$ cat src/rtl/mem_port_arbiter_pkg.sv
// -----------------------------------------------------------------------------
// mem_port_arbiter_pkg
//   Shared identifiers for the memory port arbiter.
//   - ARB_ID_INST / ARB_ID_DATA : issuer tag values stored in the tag FIFO
//   - arb_state_e               : grant FSM encoding (IDLE / HOLD_I / HOLD_D)
//   - arb_pick()                : combinational winner select for the IDLE state
// -----------------------------------------------------------------------------
package mem_port_arbiter_pkg;

    localparam logic ARB_ID_INST = 1'b0;
    localparam logic ARB_ID_DATA = 1'b1;

    typedef enum logic [1:0] {
        ARB_FSM_IDLE   = 2'b00,
        ARB_FSM_HOLD_I = 2'b01,
        ARB_FSM_HOLD_D = 2'b10
    } arb_state_e;

    // On contention prefer_i decides; otherwise whichever source is valid wins.
    // With nothing valid the fetch side is nominally selected (harmless: valid=0).
    function automatic logic arb_pick(input logic i_v, input logic d_v, input logic prefer_i);
        if (i_v && d_v) return prefer_i ? ARB_ID_INST : ARB_ID_DATA;
        if (d_v)        return ARB_ID_DATA;
        return ARB_ID_INST;
    endfunction

endpackage

$ cat src/rtl/mem_port_arbiter_tag_fifo.sv
// -----------------------------------------------------------------------------
// arb_tag_fifo
//   In-order 1-bit tag FIFO recording which channel issued each accepted
//   memory request. DEPTH must be a power of 2 so the pointers wrap naturally.
// Ports
//   clk, rst        : clock / asynchronous active-high reset
//   push_i, push_id_i : enqueue issuer id (ignored when full)
//   pop_i           : dequeue head (ignored when empty)
//   full_o, empty_o : occupancy flags
//   count_o         : occupancy, 0..DEPTH
//   head_o          : id at the head of the queue
// -----------------------------------------------------------------------------
module arb_tag_fifo #(
    parameter int DEPTH = 4
) (
    input  logic                     clk,
    input  logic                     rst,
    input  logic                     push_i,
    input  logic                     push_id_i,
    input  logic                     pop_i,
    output logic                     full_o,
    output logic                     empty_o,
    output logic [$clog2(DEPTH):0]   count_o,
    output logic                     head_o
);

    localparam int PW = $clog2(DEPTH);

    logic [DEPTH-1:0] mem_q;
    logic [PW-1:0]    wr_ptr_q;
    logic [PW-1:0]    rd_ptr_q;
    logic [PW:0]      cnt_q;
    logic             push_ok;
    logic             pop_ok;

    assign full_o  = (cnt_q == (PW+1)'(DEPTH));
    assign empty_o = (cnt_q == '0);
    assign count_o = cnt_q;
    assign head_o  = mem_q[rd_ptr_q];

    assign push_ok = push_i & ~full_o;
    assign pop_ok  = pop_i  & ~empty_o;

    always_ff @(posedge clk or posedge rst) begin
        if (rst) begin
            mem_q    <= '0;
            wr_ptr_q <= '0;
            rd_ptr_q <= '0;
            cnt_q    <= '0;
        end else begin
            if (push_ok) begin
                mem_q[wr_ptr_q] <= push_id_i;
                wr_ptr_q        <= wr_ptr_q + 1'b1;
            end
            if (pop_ok) begin
                rd_ptr_q <= rd_ptr_q + 1'b1;
            end
            case ({push_ok, pop_ok})
                2'b10:   cnt_q <= cnt_q + 1'b1;
                2'b01:   cnt_q <= cnt_q - 1'b1;
                default: cnt_q <= cnt_q;
            endcase
        end
    end

endmodule

$ cat src/rtl/mem_port_arbiter.sv
// -----------------------------------------------------------------------------
// mem_port_arbiter
//   Shares one memory request/response port between the fetch channel (i_*)
//   and the data channel (d_*). A grant FSM holds the selected source stable
//   while memory backpressures; every accepted request pushes its issuer id
//   into an in-order tag FIFO, and the FIFO head steers each response back.
//
// Configuration
//   ARB_ROUND_ROBIN_EN : when defined, contention is resolved in favour of the
//                        source not granted last (last_grant resets to data, so
//                        fetch wins the first tie). Undefined: data beats fetch.
//
// Ports
//   clk, rst                  : clock / asynchronous active-high reset
//   i_req_*, i_r*             : fetch request / response channel
//   d_req_*, d_r*             : data request / response channel (loads+stores)
//   m_req_*, m_r*             : shared memory port
//   outstanding               : accepted-but-unanswered requests (0..MAX_OUT)
//   err_spurious              : sticky, a response arrived with nothing pending
// -----------------------------------------------------------------------------
module mem_port_arbiter
    import mem_port_arbiter_pkg::*;
#(
    parameter int MAX_OUT = 4,
    parameter int ADDR_W  = 32,
    parameter int DATA_W  = 32
) (
    input  logic                     clk,
    input  logic                     rst,

    input  logic [ADDR_W-1:0]        i_req_addr,
    input  logic                     i_req_valid,
    output logic                     i_req_ready,
    output logic [DATA_W-1:0]        i_rdata,
    output logic                     i_rvalid,
    input  logic                     i_rready,

    input  logic [ADDR_W-1:0]        d_req_addr,
    input  logic                     d_req_wen,
    input  logic [DATA_W/8-1:0]      d_req_wstrb,
    input  logic [DATA_W-1:0]        d_req_wdata,
    input  logic                     d_req_valid,
    output logic                     d_req_ready,
    output logic [DATA_W-1:0]        d_rdata,
    output logic                     d_rvalid,
    input  logic                     d_rready,

    output logic [ADDR_W-1:0]        m_req_addr,
    output logic                     m_req_wen,
    output logic [DATA_W/8-1:0]      m_req_wstrb,
    output logic [DATA_W-1:0]        m_req_wdata,
    output logic                     m_req_valid,
    input  logic                     m_req_ready,
    input  logic [DATA_W-1:0]        m_rdata,
    input  logic                     m_rvalid,
    output logic                     m_rready,

    output logic [$clog2(MAX_OUT):0] outstanding,
    output logic                     err_spurious
);

    arb_state_e state_q, state_d;

    logic fifo_full;
    logic fifo_empty;
    logic fifo_head;
    logic sel;
    logic sel_valid;
    logic prefer_i;
    logic req_fire;
    logic rsp_fire;
    logic err_q, err_d;

    // ---------------------------------------------------------------- priority
`ifdef ARB_ROUND_ROBIN_EN
    logic last_grant_q, last_grant_d;

    always_comb begin
        last_grant_d = last_grant_q;
        if (req_fire) last_grant_d = sel;
    end

    always_ff @(posedge clk or posedge rst) begin
        if (rst) last_grant_q <= ARB_ID_DATA;
        else     last_grant_q <= last_grant_d;
    end

    assign prefer_i = (last_grant_q == ARB_ID_DATA);
`else
    assign prefer_i = 1'b0;
`endif

    // ------------------------------------------------------- grant FSM: state
    always_ff @(posedge clk or posedge rst) begin
        if (rst) state_q <= ARB_FSM_IDLE;
        else     state_q <= state_d;
    end

    // -------------------------------------------------- grant FSM: next state
    // A held source that withdraws its valid would otherwise wedge the port,
    // so a dropped valid also releases the hold.
    always_comb begin
        state_d = state_q;
        case (state_q)
            ARB_FSM_IDLE: begin
                if (m_req_valid && !m_req_ready)
                    state_d = (sel == ARB_ID_DATA) ? ARB_FSM_HOLD_D : ARB_FSM_HOLD_I;
            end
            ARB_FSM_HOLD_I,
            ARB_FSM_HOLD_D: begin
                if (req_fire || !sel_valid) state_d = ARB_FSM_IDLE;
            end
            default: state_d = ARB_FSM_IDLE;
        endcase
    end

    // ------------------------------------------------------ grant FSM: output
    always_comb begin
        case (state_q)
            ARB_FSM_HOLD_I: sel = ARB_ID_INST;
            ARB_FSM_HOLD_D: sel = ARB_ID_DATA;
            default:        sel = arb_pick(i_req_valid, d_req_valid, prefer_i);
        endcase
    end

    // ------------------------------------------------------------ request mux
    // No bypass: a full FIFO blocks issue even if a pop lands this cycle.
    assign sel_valid   = (sel == ARB_ID_DATA) ? d_req_valid : i_req_valid;
    assign m_req_valid = sel_valid & ~fifo_full;
    assign req_fire    = m_req_valid & m_req_ready;

    assign i_req_ready = (sel == ARB_ID_INST) & m_req_ready & ~fifo_full;
    assign d_req_ready = (sel == ARB_ID_DATA) & m_req_ready & ~fifo_full;

    assign m_req_addr  = (sel == ARB_ID_DATA) ? d_req_addr  : i_req_addr;
    assign m_req_wen   = (sel == ARB_ID_DATA) & d_req_wen;
    assign m_req_wstrb = (sel == ARB_ID_DATA) ? d_req_wstrb : '0;
    assign m_req_wdata = (sel == ARB_ID_DATA) ? d_req_wdata : '0;

    // --------------------------------------------------------------- tag FIFO
    arb_tag_fifo #(
        .DEPTH     (MAX_OUT)
    ) u_tag_fifo (
        .clk       (clk),
        .rst       (rst),
        .push_i    (req_fire),
        .push_id_i (sel),
        .pop_i     (rsp_fire),
        .full_o    (fifo_full),
        .empty_o   (fifo_empty),
        .count_o   (outstanding),
        .head_o    (fifo_head)
    );

    // -------------------------------------------------------- response steer
    // With nothing pending the response is stale (e.g. reset mid-flight):
    // accept it so memory drains, but show it to neither channel.
    always_comb begin
        i_rvalid = 1'b0;
        d_rvalid = 1'b0;
        m_rready = 1'b1;
        if (!fifo_empty) begin
            if (fifo_head == ARB_ID_INST) begin
                i_rvalid = m_rvalid;
                m_rready = i_rready;
            end else begin
                d_rvalid = m_rvalid;
                m_rready = d_rready;
            end
        end
    end

    assign rsp_fire = m_rvalid & m_rready & ~fifo_empty;
    assign i_rdata  = m_rdata;
    assign d_rdata  = m_rdata;

    // ----------------------------------------------------------- sticky error
    assign err_d = err_q | (m_rvalid & fifo_empty);

    always_ff @(posedge clk or posedge rst) begin
        if (rst) err_q <= 1'b0;
        else     err_q <= err_d;
    end

    assign err_spurious = err_q;

endmodule

$ cat config.mk
export PLATFORM = sky130hd
export DESIGN_NAME = mem_port_arbiter
export DESIGN_NICKNAME = d
export VERILOG_FILES = /design/src/rtl/mem_port_arbiter_pkg.sv /design/src/rtl/mem_port_arbiter_tag_fifo.sv /design/src/rtl/mem_port_arbiter.sv
export SDC_FILE = /design/constraint.sdc
export NUM_CORES = 1
export LEC_CHECK = 0
export BUFFER_PORTS_ARGS = -buffer_cell sky130_fd_sc_hd__buf_2
export CORE_AREA = 2 2 110 112
export CTS_CLUSTER_SIZE = 40
export DETAILED_ROUTE_END_ITERATION = 6
export DIE_AREA = 0 0 112 114
export MAX_ROUTING_LAYER = met4
export RECOVER_POWER = 25
export SETUP_SLACK_MARGIN = 0.15
export SYNTH_ARGS = -nofsm -noshare
export SYNTH_HDL_FRONTEND = slang
export SYNTH_SLANG_ARGS = --single-unit
$ cat constraint.sdc
create_clock -name clk -period 3.85 [get_ports clk]
set_input_delay 0.5775 -clock clk [delete_from_list [all_inputs] [get_ports clk]]
set_output_delay 0.5775 -clock clk [all_outputs]
set_load 0.05 [all_outputs]
Word-level counts from Yosys, hierarchy flattened

Index checks and enable logic that the tools add are counted.

Add/subtract/negate cells: 4
Multiply operators: 0
Div/mod/pow operators: 0
Order comparisons: 3
Equal/unequal tests: 7
Shift operators: 0
Mux-type cells: 30
Bitwise operators: 16
Reduce and logical (&&, ||, !) cells: 11

Operators by type and width:

| operator            | count |
|---|---|
| $mux 32             | 2 |
| $mux 1              | 18 |
| $and 1x1->1         | 12 |
| $lt 2x3->1 const B  | 2 |
| $mux 2              | 3 |
| $pmux 3 s2          | 1 |
| $add 2x1->2 const B | 2 |
| $bwmux 4            | 1 |
| $eq 2x1->1 const B  | 2 |
| $eq 2x2->1 const B  | 2 |
| $mux 4              | 1 |
| $pmux 2 s2          | 1 |
| $add 3x1->3 const B | 1 |
| $eq 3x3->1 const B  | 1 |
| $logic_and 1x1->1   | 3 |
| $logic_not 3->1     | 1 |
| $not 1->1           | 3 |
| $sub 3x1->3 const B | 1 |
| $bmux 1 s2          | 1 |
| $demux 1 s2         | 1 |
| $ge 2x1->1 const B  | 1 |
| $logic_not 1->1     | 2 |
| $logic_not 2->1     | 1 |
| $ne 2x1->1 const B  | 1 |
| 7 further kinds     | 7 |

Flip-flop bits (word level): 14
Bits in latches: 0
Bits in writable memories: 0
Bits in read-only memories: 0
Input bits: 141
Output and inout port bits: 143
Logic and storage cells: 77
Memories: 0

Longest topological paths before layout

Gate-level depths: netlist (run 1).

Word-level depth: 14
Depth in mapped cells: 12
Mapped depth without buffers: 11

By module

Synthesis (run 1) repeated with hierarchy kept, for this count alone.

Cell total of the unflattened synthesis: 227
Area total of the unflattened synthesis: 2147.1 sq um

By module, submodules not included:

| module           | instances | cells each | area an instance (sq um) | sequential area each (sq um) |
|---|---|---|---|---|
| mem_port_arbiter | 1         | 172        | 1537.7                   | 75.1 |
| arb_tag_fifo     | 1         | 55         | 609.3                    | 275.3 |

Least setup slack after synthesis (run 1)

OpenSTA, ideal clock, no wires.

Path kind: register to output
Start: register state_q[1]
End: output port i_req_ready
Arrival: 2196 ps
Required time: 3273 ps
Slack: 1076 ps
Cell stages (with the launch flop): 7
Buffers on the path: 2
Path through: dfrtp_1 -> inv_1 -> ha_1 -> mux2i_1 -> buf_2 -> buf_2 -> nor2b_1

Cells in the longest elaborated chain, start to end: 5
Elaborated cells on any way between the ends: 6
Classes of those cells: eq/ne (2); mux (1); bitwise (3)

RTL lines:

| element                                  | RTL line                | RTL |
|---|---|---|
| from (decl)                              | mem_port_arbiter.sv:62  | `arb_state_e state_q, state_d;` |
| from (signal assigned)                   | mem_port_arbiter.sv:96  | `else state_q <= state_d;` |
| $eq 2x2->1 or $eq 2x1->1 (tied branches) | mem_port_arbiter.sv:119 | `case (state_q)` |
| $pmux 1 s2 *                             | mem_port_arbiter.sv:119 |  |
| $not 1->1 *                              | mem_port_arbiter.sv:132 | `assign i_req_ready = (sel == ARB_ID_INST) & m_req_ready & ~fifo_full;` |
| $and 1x1->1 * (2 in a row)               | mem_port_arbiter.sv:132 |  |
| to (decl)                                | mem_port_arbiter.sv:33  | `output logic i_req_ready,` |

Mark *: on every way between the ends. The rest lies on a longest branch, timed or not.

Worst setup path after layout (run 1)

Start: register state_q[1]
End: output port m_req_addr[16]

Cells in the longest elaborated chain, start to end: 3
Elaborated cells on any way between the ends: 4
Classes of those cells: eq/ne (2); mux (2)

RTL lines:

| element                                  | RTL line                | RTL |
|---|---|---|
| $eq 2x2->1 or $eq 2x1->1 (tied branches) | mem_port_arbiter.sv:119 |  |
| $pmux 1 s2 *                             | mem_port_arbiter.sv:119 |  |
| $mux 32 *                                | mem_port_arbiter.sv:135 | `assign m_req_addr = (sel == ARB_ID_DATA) ? d_req_addr : i_req_addr;` |
| to (decl)                                | mem_port_arbiter.sv:48  | `output logic [ADDR_W-1:0] m_req_addr,` |

Marked as above.

==> results of run 1 <==
[kinds of logic after synthesis]
| family | after synthesis | synth area share |
|---|---|---|
| AO/OA/AOI/OAI | 16 | 0.05744 |
| AND/OR/NAND/NOR | 56 | 0.1674 |
| flip-flops | 14 | 0.1729 |
| buffers and inverters | 85 | 0.2872 |
| XOR/XNOR | 5 | 0.02162 |
| adder cells (fa/ha/maj) | 8 | 0.05312 |
| multiplexers | 42 | 0.2403 |
[routing by layer]
metal	track usage	vias up
li1	-	919
met1	0.09226	822
met2	0.1442	147
met3	0.02869	23
met4	0.03415	0
met5	-	-
[where the power goes]
part	internal (mW)	leakage [nW]	switching, mW
clock	0.157	0.0442	0.0595
combinational	0.541	1.27	1.32
sequential	0.222	0.164	0.0613
[worst register-to-register path, delay by kind of cell (launching register included)]
| family | cells | cell delay, ps |
|---|---|---|
| buffers and inverters | 4 | 430 |
| and+or+nand+nor | 1 | 130 |
| xor gates and xnor gates | 2 | 310 |
| DFF | 1 | 380 |
| muxes | 1 | 350 |
| adders and majority gates | 3 | 780 |
| AOI/OAI and AO/OA | 1 | 110 |
[registers in the layout, summed over array words and instances, names as in the netlist]
signal,count
u_tag_fifo.rd_ptr_q,2
state_q,2
u_tag_fifo.mem_q,4
err_spurious,1
u_tag_fifo.wr_ptr_q,2
u_tag_fifo.count_o,3
[Yosys cell counts, drive strengths merged]
cell / count / area share
buf: 72 / 0.26
nor2b: 40 / 0.12
mux2: 32 / 0.19
dfrtp: 14 / 0.17
inv: 12 / 0.022
mux2i: 10 / 0.049
ha: 7 / 0.043
a21oi: 5 / 0.012
nor2: 5 / 0.0093
a31oi: 4 / 0.012
nand2: 3 / 0.0056
o21ai: 3 / 0.0074
xor2: 3 / 0.013
nand4: 2 / 0.0062
nor3b: 2 / 0.0099
xnor2: 2 / 0.0086
a2111oi: 1 / 0.014
clkbuf: 1 / 0.0019
fa: 1 / 0.0099
nand2b: 1 / 0.0031
nand3b: 1 / 0.0037
nor4: 1 / 0.0031
o21bai: 1 / 0.0037
o311ai: 1 / 0.0043
o31ai: 1 / 0.0037
or3: 1 / 0.0031
[worst max-delay path by stage]
stage,start,to
2_1_floorplan,state_q[1]$_DFFE_PP0P_,i_req_ready
3_3_place_gp,state_q[1]$_DFFE_PP0P_,m_req_addr[21]
3_5_place_dp,state_q[1]$_DFFE_PP0P_,m_req_addr[22]
4_1_cts,state_q[1]$_DFFE_PP0P_,m_req_addr[22]
5_1_grt,state_q[1]$_DFFE_PP0P_,m_req_addr[22]
6_report,state_q[1]$_DFFE_PP0P_,m_req_addr[16]
[cell type report]
cell class	count	area share
timing repair buffer	190	0.3507
sequential	14	0.1282
tap	147	0.06731
multi-input combinational	127	0.4048
clock buffer	4	0.03251
inverter	12	0.01648
==> impl_metrics.csv, run 1 <==
group,metric,value,unit
clock_tree,clk_latency,240,ps
finish,area_growth_syn_to_layout,34.90,%
routing,first_pass_iters,4,
synth,synth_seq_area_share,0.1729,
timing,fin_worst_skew,2.322,ps
setup_path,cp.arrival,2630,ps
finish,seqCellArea,350.3,µm²
placement,dp_cells,490,
setup_path,reg2reg_depth,12,
finish,nets,497,
routing,viasPerCell,3.868,
timing,whs,379.1,ps
synth,synth_seq_cells,14,
timing,rsz0062_at_grt,"no",
power_and_ir_drop,powerDensity,862.8,mW/mm²
setup_path,path_depth,6,
synth,syn_area,0.002026,mm²
setup_path,crit_path_start_kind,"flop",
placement,routabilityCongestion,0.7549,
setup_path,r2r-end,"u_tag_fifo.count_o[2]$_DFFE_PP0P_",
placement,hpwl,5.019,mm
run,drv_cap,0,
clock_tree,postCtsHoldBufs,0,
synth,yosysWarnings,0,
timing,hold_viol_final,0,
setup_path,r2r_start,"state_q[0]$_DFFE_PP0P_",
routing,wire_per_inst,12.07,µm
power_and_ir_drop,p_leak,1.480,nW
synth,synthCells,226,
finish,final_core_util,0.2333,
routing,remaining_drc_errors,0,
clock_tree,cts_setup_buffers,0,
timing,tns,0,ps
setup_path,crit_path_top_delay_cell,"buf_4",
placement,io_buffers,187,
clock_tree,cts_tree,"done",
routing,wl_met1,2.189,mm
clock_tree,cts.clk_slew.worst_paths,50,ps
clock_tree,cts_made_buffers,3,
clock_tree,cts.sinks,14,
clock_tree,ctsResizeCount,0,
floorplan,ios,284,
floorplan,start_util,0.1730,
placement,dp_slack,878.8,ps
setup_path,path_max_fanout,54,
finish,fin_cells,494,
placement,placed_cell_area,0.002644,mm²
synth,syn_nets,375,
finish,fillers,1269,
min_path,holdCritPathClass,"input pin to async pin",
global_routing,grt.overflow.total,0,
routing,dr.max_layer_used,"met4",
setup_path,slowest_delay,530,ps
synth,synth.distinct_cells,31,
run_status,outcome,"finished, final reports clean",
routing,drt-total-wl,5.962,mm
setup_path,cp_top_family,"buffers and inverters",
timing,layout_min_cycle_time,3205,ps
global_routing,grt_pass1_wl,8.445,mm
power_and_ir_drop,total_power,2.358,mW
timing,max_freq,0.3120,GHz
clock_tree,root_buffer,"clkbuf_16",
setup_path,end_kind,"output port",
timing,setup_viol,0,
finish,postLayoutCellArea,0.002733,mm²
setup_path,r2r_slack,1290,ps
setup_path,worstSetupPathType,"flop to output port",
global_routing,grt_pass1_vias,1816,
global_routing,gr-usage-all-layers,0.08506,
timing,relSlewSlack,0.5548,
clock_tree,h-tree-depth,1,
finish,antenna_cells,0,
finish,multi_input_comb_area,0.001106,mm²
finish,drive_gt1_frac,0.6599,
power_and_ir_drop,peakVddDrop,0.3026,mV
finish,mostFrequentLayoutCells,"187 x buf_2, 40 x nor2b_1, 25 x mux2_2",
routing,route.met3.wl,756,µm
floorplan,core_area,0.01171,mm²
floorplan,fp.dieW,112,µm
setup_path,required,3270,ps
finish,final_common_cell,"buf_2",
setup_path,path_cells,"inv_1, ha_1, mux2i_4, buf_4, mux2_2, buf_2",
clock_tree,clk_path_buf_depth,2,
routing,antenna_left,0,
routing,route.met2.wl,2.811,mm
timing,worst_slack,644.7,ps
timing,finalCritPeriodShare,0.8325,
timing,maxSlewViolCount,0,
routing,routed-via-count,1911,
routing,dr.first_iter.drc_count,37,
synth,avgSynthCellArea,8.963,µm²
global_routing,antenna_found_initial,0,
floorplan,die_area,0.01277,mm²
timing,worst_slew_pin_slew,667.7,ps
floorplan,rows,40,
setup_path,path_buf_inv,3,
floorplan,fp.dieH,114,µm
global_routing,grt_start_max_net_pins,55,
Note: power is estimated with default switching activity, not from simulation.
==> run 2: changes to the inputs <==
--- a/config.mk
+++ b/config.mk
@@ -6,10 +6,10 @@
 export NUM_CORES = 1
 export LEC_CHECK = 0
 export BUFFER_PORTS_ARGS = -buffer_cell sky130_fd_sc_hd__buf_2
-export CORE_AREA = 2 2 110 112
+export CORE_AREA = 2 2 111 113
 export CTS_CLUSTER_SIZE = 40
 export DETAILED_ROUTE_END_ITERATION = 6
-export DIE_AREA = 0 0 112 114
+export DIE_AREA = 0 0 113 115
 export MAX_ROUTING_LAYER = met4
 export RECOVER_POWER = 25
 export SETUP_SLACK_MARGIN = 0.15
==> constraint.sdc (replaced) <==
create_clock -name clk -period 2.6 [get_ports clk]
set_input_delay 0.39 -clock clk [delete_from_list [all_inputs] [get_ports clk]]
set_output_delay 0.39 -clock clk [all_outputs]
set_load 0.05 [all_outputs]
==> impl_metrics.csv, run 2 (synthesized netlist as in run 1, its figures left out) <==
group,metric,value,unit
placement,dp_slack,226.2,ps
setup_path,required,2210,ps
setup_path,r2r_slack,280,ps
power_and_ir_drop,peakVddDrop,0.3810,mV
clock_tree,clk_path_buf_depth,2,
clock_tree,root_buffer,"clkbuf_16",
routing,first_pass_iters,7,
min_path,holdCritPathClass,"input pin to async pin",
timing,setup_viol,0,
placement,hpwl,6.119,mm
clock_tree,cts.clk_slew.worst_paths,50,ps
finish,final_common_cell,"buf_2",
timing,layout_min_cycle_time,2420,ps
clock_tree,postCtsHoldBufs,0,
setup_path,cp_top_family,"multiplexers",
placement,io_buffers,187,
timing,worst_slack,179.7,ps
power_and_ir_drop,p_leak,1.672,nW
run,drv_cap,0,
routing,wire_per_inst,15.50,µm
global_routing,grt_pass1_wl,10.15,mm
finish,final_core_util,0.2781,
global_routing,antenna_found_initial,0,
finish,antenna_cells,0,
global_routing,grt_start_max_net_pins,23,
timing,fin_worst_skew,0.8913,ps
power_and_ir_drop,powerDensity,1280,mW/mm²
setup_path,path_cells,"inv_2, ha_4, mux2i_4, buf_12, clkbuf_16, mux2_2, buf_6",
routing,dr.first_iter.drc_count,64,
finish,area_growth_syn_to_layout,62.14,%
timing,worst_slew_pin_slew,605.2,ps
clock_tree,cts.sinks,14,
setup_path,cp.arrival,2030,ps
routing,drt-total-wl,7.797,mm
finish,nets,506,
setup_path,r2r-end,"u_tag_fifo.count_o[2]$_DFFE_PP0P_",
routing,viasPerCell,4.004,
setup_path,crit_path_top_delay_cell,"dfrtp_1",
setup_path,end_kind,"output port",
clock_tree,h-tree-depth,1,
timing,maxSlewViolCount,0,
setup_path,path_max_fanout,10,
setup_path,crit_path_start_kind,"flop",
finish,largest_register,"u_tag_fifo.mem_q",
run_status,outcome,"complete, but fails checks",
placement,routabilityCongestion,0.7619,
timing,tns,0,ps
floorplan,start_util,0.1715,
timing,relSlewSlack,0.5928,
run_status,violations,"DRC",
floorplan,fp.dieW,113,µm
global_routing,grt_pass1_vias,1915,
routing,routed-via-count,2014,
setup_path,reg2reg_depth,11,
global_routing,gr-usage-all-layers,0.1035,
global_routing,grt.overflow.total,0,
finish,fin_cells,503,
finish,drive_gt1_frac,0.7275,
floorplan,die_area,0.01300,mm²
setup_path,r2r_start,"state_q[1]$_DFFE_PP0P_",
floorplan,rows,40,
floorplan,core_area,0.01181,mm²
clock_tree,clk_latency,240,ps
finish,largest_reg_flops,4,
routing,remaining_drc_errors,17,
routing,antenna_left,0,
clock_tree,cts_tree,"done",
timing,hold_viol_final,0,
placement,dp_cells,492,
setup_path,path_buf_inv,4,
timing,finalCritPeriodShare,0.9309,
floorplan,ios,284,
setup_path,slowest_delay,360,ps
setup_path,worstSetupPathType,"flop to output port",
timing,max_freq,0.4132,GHz
clock_tree,cts_made_buffers,3,
power_and_ir_drop,total_power,4.203,mW
finish,mostFrequentLayoutCells,"127 x buf_2, 39 x buf_6, 25 x mux2_2",
floorplan,fp.dieH,115,µm
timing,rsz0062_at_grt,"yes",
-- run 2: cell type report --
| cell class | count | area, µm² |
|---|---|---|
| Multi-Input combinational cell | 127 | 1169 |
| Timing Repair Buffer | 199 | 1448 |
| Inverter | 12 | 45.04 |
| Sequential cell | 14 | 350.3 |
| Clock buffer | 4 | 88.84 |
| Tap cell | 147 | 183.9 |
| Fill cell | 1236 | 8527 |
-- run 2: what timing repair did --
action | CTS | global route
setup buffers | 3 | 0
cloned | 2 | 2
endpoints found under the setup margin | 42 | 62
endpoints found under the hold margin | 0 | 0
gates resized for setup | 40 | 117
-- run 2: report_power, final --
| group | switching (mW) | leakage [nW] | internal, mW |
|---|---|---|---|
| clock network | 0.0870 | 0.0442 | 0.233 |
| registers | 0.0920 | 0.164 | 0.328 |
| logic | 2.13 | 1.46 | 1.33 |
| total | 2.31 | 1.67 | 1.89 |
-- run 2: how the worst max path moves through the flow --
| stage | from | endpoint | slack (ps) | depth (start not counted) |
|---|---|---|---|---|
| floorplan | state_q[1]$_DFFE_PP0P_ | m_req_wdata[13] | 190 | 6 |
| global placement | state_q[0]$_DFFE_PP0P_ | u_tag_fifo.count_o[2]$_DFFE_PP0P_ | 300 | 11 |
| detailed placement | state_q[0]$_DFFE_PP0P_ | u_tag_fifo.count_o[2]$_DFFE_PP0P_ | 230 | 11 |
| CTS | state_q[0]$_DFFE_PP0P_ | m_req_wen | 150 | 8 |
| global route | u_tag_fifo.rd_ptr_q[1]$_DFFE_PP0P_ | u_tag_fifo.count_o[2]$_DFFE_PP0P_ | 100 | 10 |
| finish | state_q[0]$_DFFE_PP0P_ | m_req_addr[15] | 180 | 7 |
-- run 2: per-stage QoR --
step	cell area [µm²]	hold slack [ps]
detailed placement	2674	459.3
finish	3284	182.0
floorplan	2028	279.2
global placement	2674	449.4
global route	3284	249.2
CTS	2985	200.3
-- run 2: per-layer routing --
metal / wire length [µm] / track usage / part of all wire
met5: 0 / - / 0
met4: 93 / 0.02683 / 0.012
met3: 892 / 0.03795 / 0.11
met2: 3632 / 0.1585 / 0.47
met1: 3179 / 0.1294 / 0.41
==> run 3: changes to the inputs <==
--- a/config.mk
+++ b/config.mk
@@ -6,13 +6,14 @@
 export NUM_CORES = 1
 export LEC_CHECK = 0
 export BUFFER_PORTS_ARGS = -buffer_cell sky130_fd_sc_hd__buf_2
-export CORE_AREA = 2 2 111 113
+export CORE_AREA = 2 2 109 111
 export CTS_CLUSTER_SIZE = 40
 export DETAILED_ROUTE_END_ITERATION = 6
-export DIE_AREA = 0 0 113 115
+export DIE_AREA = 0 0 111 113
 export MAX_ROUTING_LAYER = met4
 export RECOVER_POWER = 25
 export SETUP_SLACK_MARGIN = 0.15
 export SYNTH_ARGS = -nofsm -noshare
 export SYNTH_HDL_FRONTEND = slang
+export SYNTH_HIERARCHICAL = 1
 export SYNTH_SLANG_ARGS = --single-unit
==> impl_metrics.csv, run 3 <==
group,metric,value,unit
synth,avgSynthCellArea,9.458,µm²
clock_tree,cts.sinks,14,
finish,nets,522,
clock_tree,clk_path_buf_depth,2,
finish,drive_gt1_frac,0.7258,
clock_tree,h-tree-depth,1,
power_and_ir_drop,p_leak,1.893,nW
timing,relSlewSlack,0.6832,
synth,synth_area_leaders,"buf_4 23%, mux2_4 22%, dfrtp_1 16%",
timing,rsz0062_at_grt,"yes",
setup_path,r2r_slack,7,ps
timing,fin_worst_skew,1.812,ps
synth,synthArstFlopShare,1.000,
power_and_ir_drop,total_power,5.785,mW
timing,max_freq,0.3856,GHz
synth,yosysTopAreaCell,"buf_4",
synth,synthCells,227,
setup_path,slowest_delay,580,ps
floorplan,die_area,0.01254,mm²
setup_path,path_cells,"mux4_2, buf_6, a211o_4, and3b_1, o31a_2, ha_4, inv_2, fa_2, mux2i_1",
finish,fillers,1139,
routing,wire_per_inst,14.24,µm
finish,area_growth_syn_to_layout,68.42,%
global_routing,grt_pass1_wl,10.76,mm
floorplan,fp.dieH,113,µm
setup_path,crit_path_start_kind,"flop",
synth,synth.distinct_cells,33,
routing,remaining_drc_errors,0,
timing,finalCritPeriodShare,0.9974,
routing,antenna_left,0,
finish,mostFrequentLayoutCells,"128 x buf_2, 37 x nor2b_1, 37 x buf_4",
clock_tree,cts_tree,"done",
global_routing,grt.overflow.total,0,
setup_path,cp.arrival,2750,ps
setup_path,r2r-end,"u_tag_fifo/count_o[1]$_DFFE_PP0P_",
synth,syn_nets,376,
routing,viasPerCell,4.027,
floorplan,ios,284,
setup_path,setup.worst_path.end,"u_tag_fifo/count_o[1]$_DFFE_PP0P_",
placement,routabilityCongestion,0.8246,
synth,synth.top_cells.by_count,"65 x buf_4, 38 x nor2b_1, 32 x mux2_4",
setup_path,worstSetupPathType,"flop to flop",
synth,synth_edf_count,0,
global_routing,grt_pass1_vias,2133,
floorplan,rows,39,
synth,yosysWarnings,6,
routing,routed-via-count,2074,
synth,synth_top_area_frac,0.2273,
floorplan,start_util,0.1905,
clock_tree,cts_made_buffers,3,
finish,largest_register,"u_tag_fifo/mem_q",
synth,synth_seq_area_share,0.1632,
synth,syn_area,0.002147,mm²
setup_path,path_max_fanout,2,
timing,worst_slew_pin_slew,474.6,ps
setup_path,startpoint,"u_tag_fifo/rd_ptr_q[0]$_DFFE_PP0P_",
power_and_ir_drop,powerDensity,1600,mW/mm²
synth,yosysMostFrequentCell,"buf_4",
floorplan,fp.dieW,111,µm
setup_path,required,2760,ps
timing,setup_viol,0,
finish,final_common_cell,"buf_2",
routing,first_pass_iters,3,
routing,dr.first_iter.drc_count,29,
timing,hold_viol_final,0,
finish,largest_reg_flops,4,
timing,maxSlewViolCount,0,
timing,layout_min_cycle_time,2593,ps
global_routing,grt_start_max_net_pins,26,
run_status,outcome,"finished, final reports clean",
routing,drt-total-wl,7.336,mm
min_path,holdCritPathClass,"input pin to async pin",
global_routing,antenna_found_initial,0,
placement,hpwl,5.382,mm
placement,io_buffers,187,
clock_tree,clk_latency,240,ps
floorplan,core_area,0.01127,mm²
synth,synth_seq_cells,14,
power_and_ir_drop,peakVddDrop,0.6393,mV
global_routing,gr-usage-all-layers,0.1091,
run,drv_cap,0,
clock_tree,cts.clk_slew.worst_paths,50,ps
setup_path,reg2reg_depth,9,
synth,synth_flop_cell,"dfrtp_1",
finish,antenna_cells,0,
clock_tree,postCtsHoldBufs,0,
setup_path,crit_path_top_delay_cell,"mux4_2",
setup_path,end_kind,"flop",
timing,whs,24.34,ps
clock_tree,root_buffer,"clkbuf_16",
setup_path,r2r_start,"u_tag_fifo/rd_ptr_q[0]$_DFFE_PP0P_",
==> run 3: cell types whose count changed in the layout (fill, tap and decap cells not counted), moves of 4 or more <==
cell,delta
a31oi_1,-4
buf_4,+17
buf_6,-31
buf_8,+32
mux2_4,+27
o21ai_0,+6
nor2b_1,+13
clkbuf_4,-6
nor2b_2,-16
nand2_1,+6
mux2_2,-25
mux2i_1,-6
a21oi_1,-5
==> run 3: cell type report <==
cell class / instances / area, µm² / area share
tap: 143 / 178.9 / 0.04948
multi-input combinational: 129 / 1277 / 0.3533
timing repair buffer: 213 / 1668 / 0.4612
sequential: 14 / 354.1 / 0.09792
inverter: 12 / 48.80 / 0.01349
clock buffer: 4 / 88.84 / 0.02457
==> run 3: logic make-up after synthesis <==
family	Yosys count	share of synthesized area
xor+xnor	6	0.02448
compound gates	17	0.05420
fa+ha+maj	8	0.05012
buf+inv	84	0.2745
simple gates	61	0.1737
mux	37	0.2599
flops	14	0.1632
==> run 3: per-layer routing <==
| layer | routed length [µm] | vias up | GRT usage |
|---|---|---|---|
| met1 | 2748 | 943 | 0.1184 |
| met3 | 647 | 22 | 0.02678 |
| li1 | - | 973 | - |
| met5 | 0 | - | - |
| met2 | 3698 | 136 | 0.1930 |
| met4 | 242 | 0 | 0.04250 |
==> run 3: repair_timing <==
action                     CTS  global route
pin swaps                    3             3
cloned                       4             0
resized for setup           50           118
setup endpoints to repair   73            73
buffers inserted            12             4
==> run 3: power breakdown <==
| group | total, mW | switching [mW] | internal (mW) |
|---|---|---|---|
| sequential | 0.446 | 0.111 | 0.335 |
| combinational | 5.01 | 2.84 | 2.18 |
| clock | 0.326 | 0.0923 | 0.233 |
==> run 3: stage by stage <==
stage	TNS, ps	worst slack (ps)	std cells	area [µm²]	util
floorplan	-30.26	-30.26	227	2190	-
global placement	0	65.17	491	2845	0.2524
detailed placement	-29.09	-29.09	491	2845	0.2524
CTS	0	25.88	511	3288	0.2917
global route	-189.3	-101.1	515	3616	0.3208
finish	0	6.711	515	3616	0.3208
==> run 3: how the worst min path moves through the flow <==
| stage | start | to | slack [ps] | cells after the start |
|---|---|---|---|---|
| 5_1_grt | rst | state_q[1]$_DFFE_PP0P_ | 40 | 2 |
| 6_report | rst | state_q[0]$_DFFE_PP0P_ | 20 | 2 |
| 4_1_cts | rst | state_q[0]$_DFFE_PP0P_ | 40 | 2 |
| 3_5_place_dp | rst | err_spurious$_DFF_PP0_ | 300 | 2 |
| 2_1_floorplan | rst | err_spurious$_DFF_PP0_ | 140 | 1 |
| 3_3_place_gp | rst | err_spurious$_DFF_PP0_ | 290 | 2 |
==> run 3: critical path: cells and delay by family (launching register included) <==
kind	cells	cell delay, ps
flops	1	370
simple gates	1	160
compound gates	2	450
mux	2	730
fa+ha+maj	2	590
buf+inv	2	200
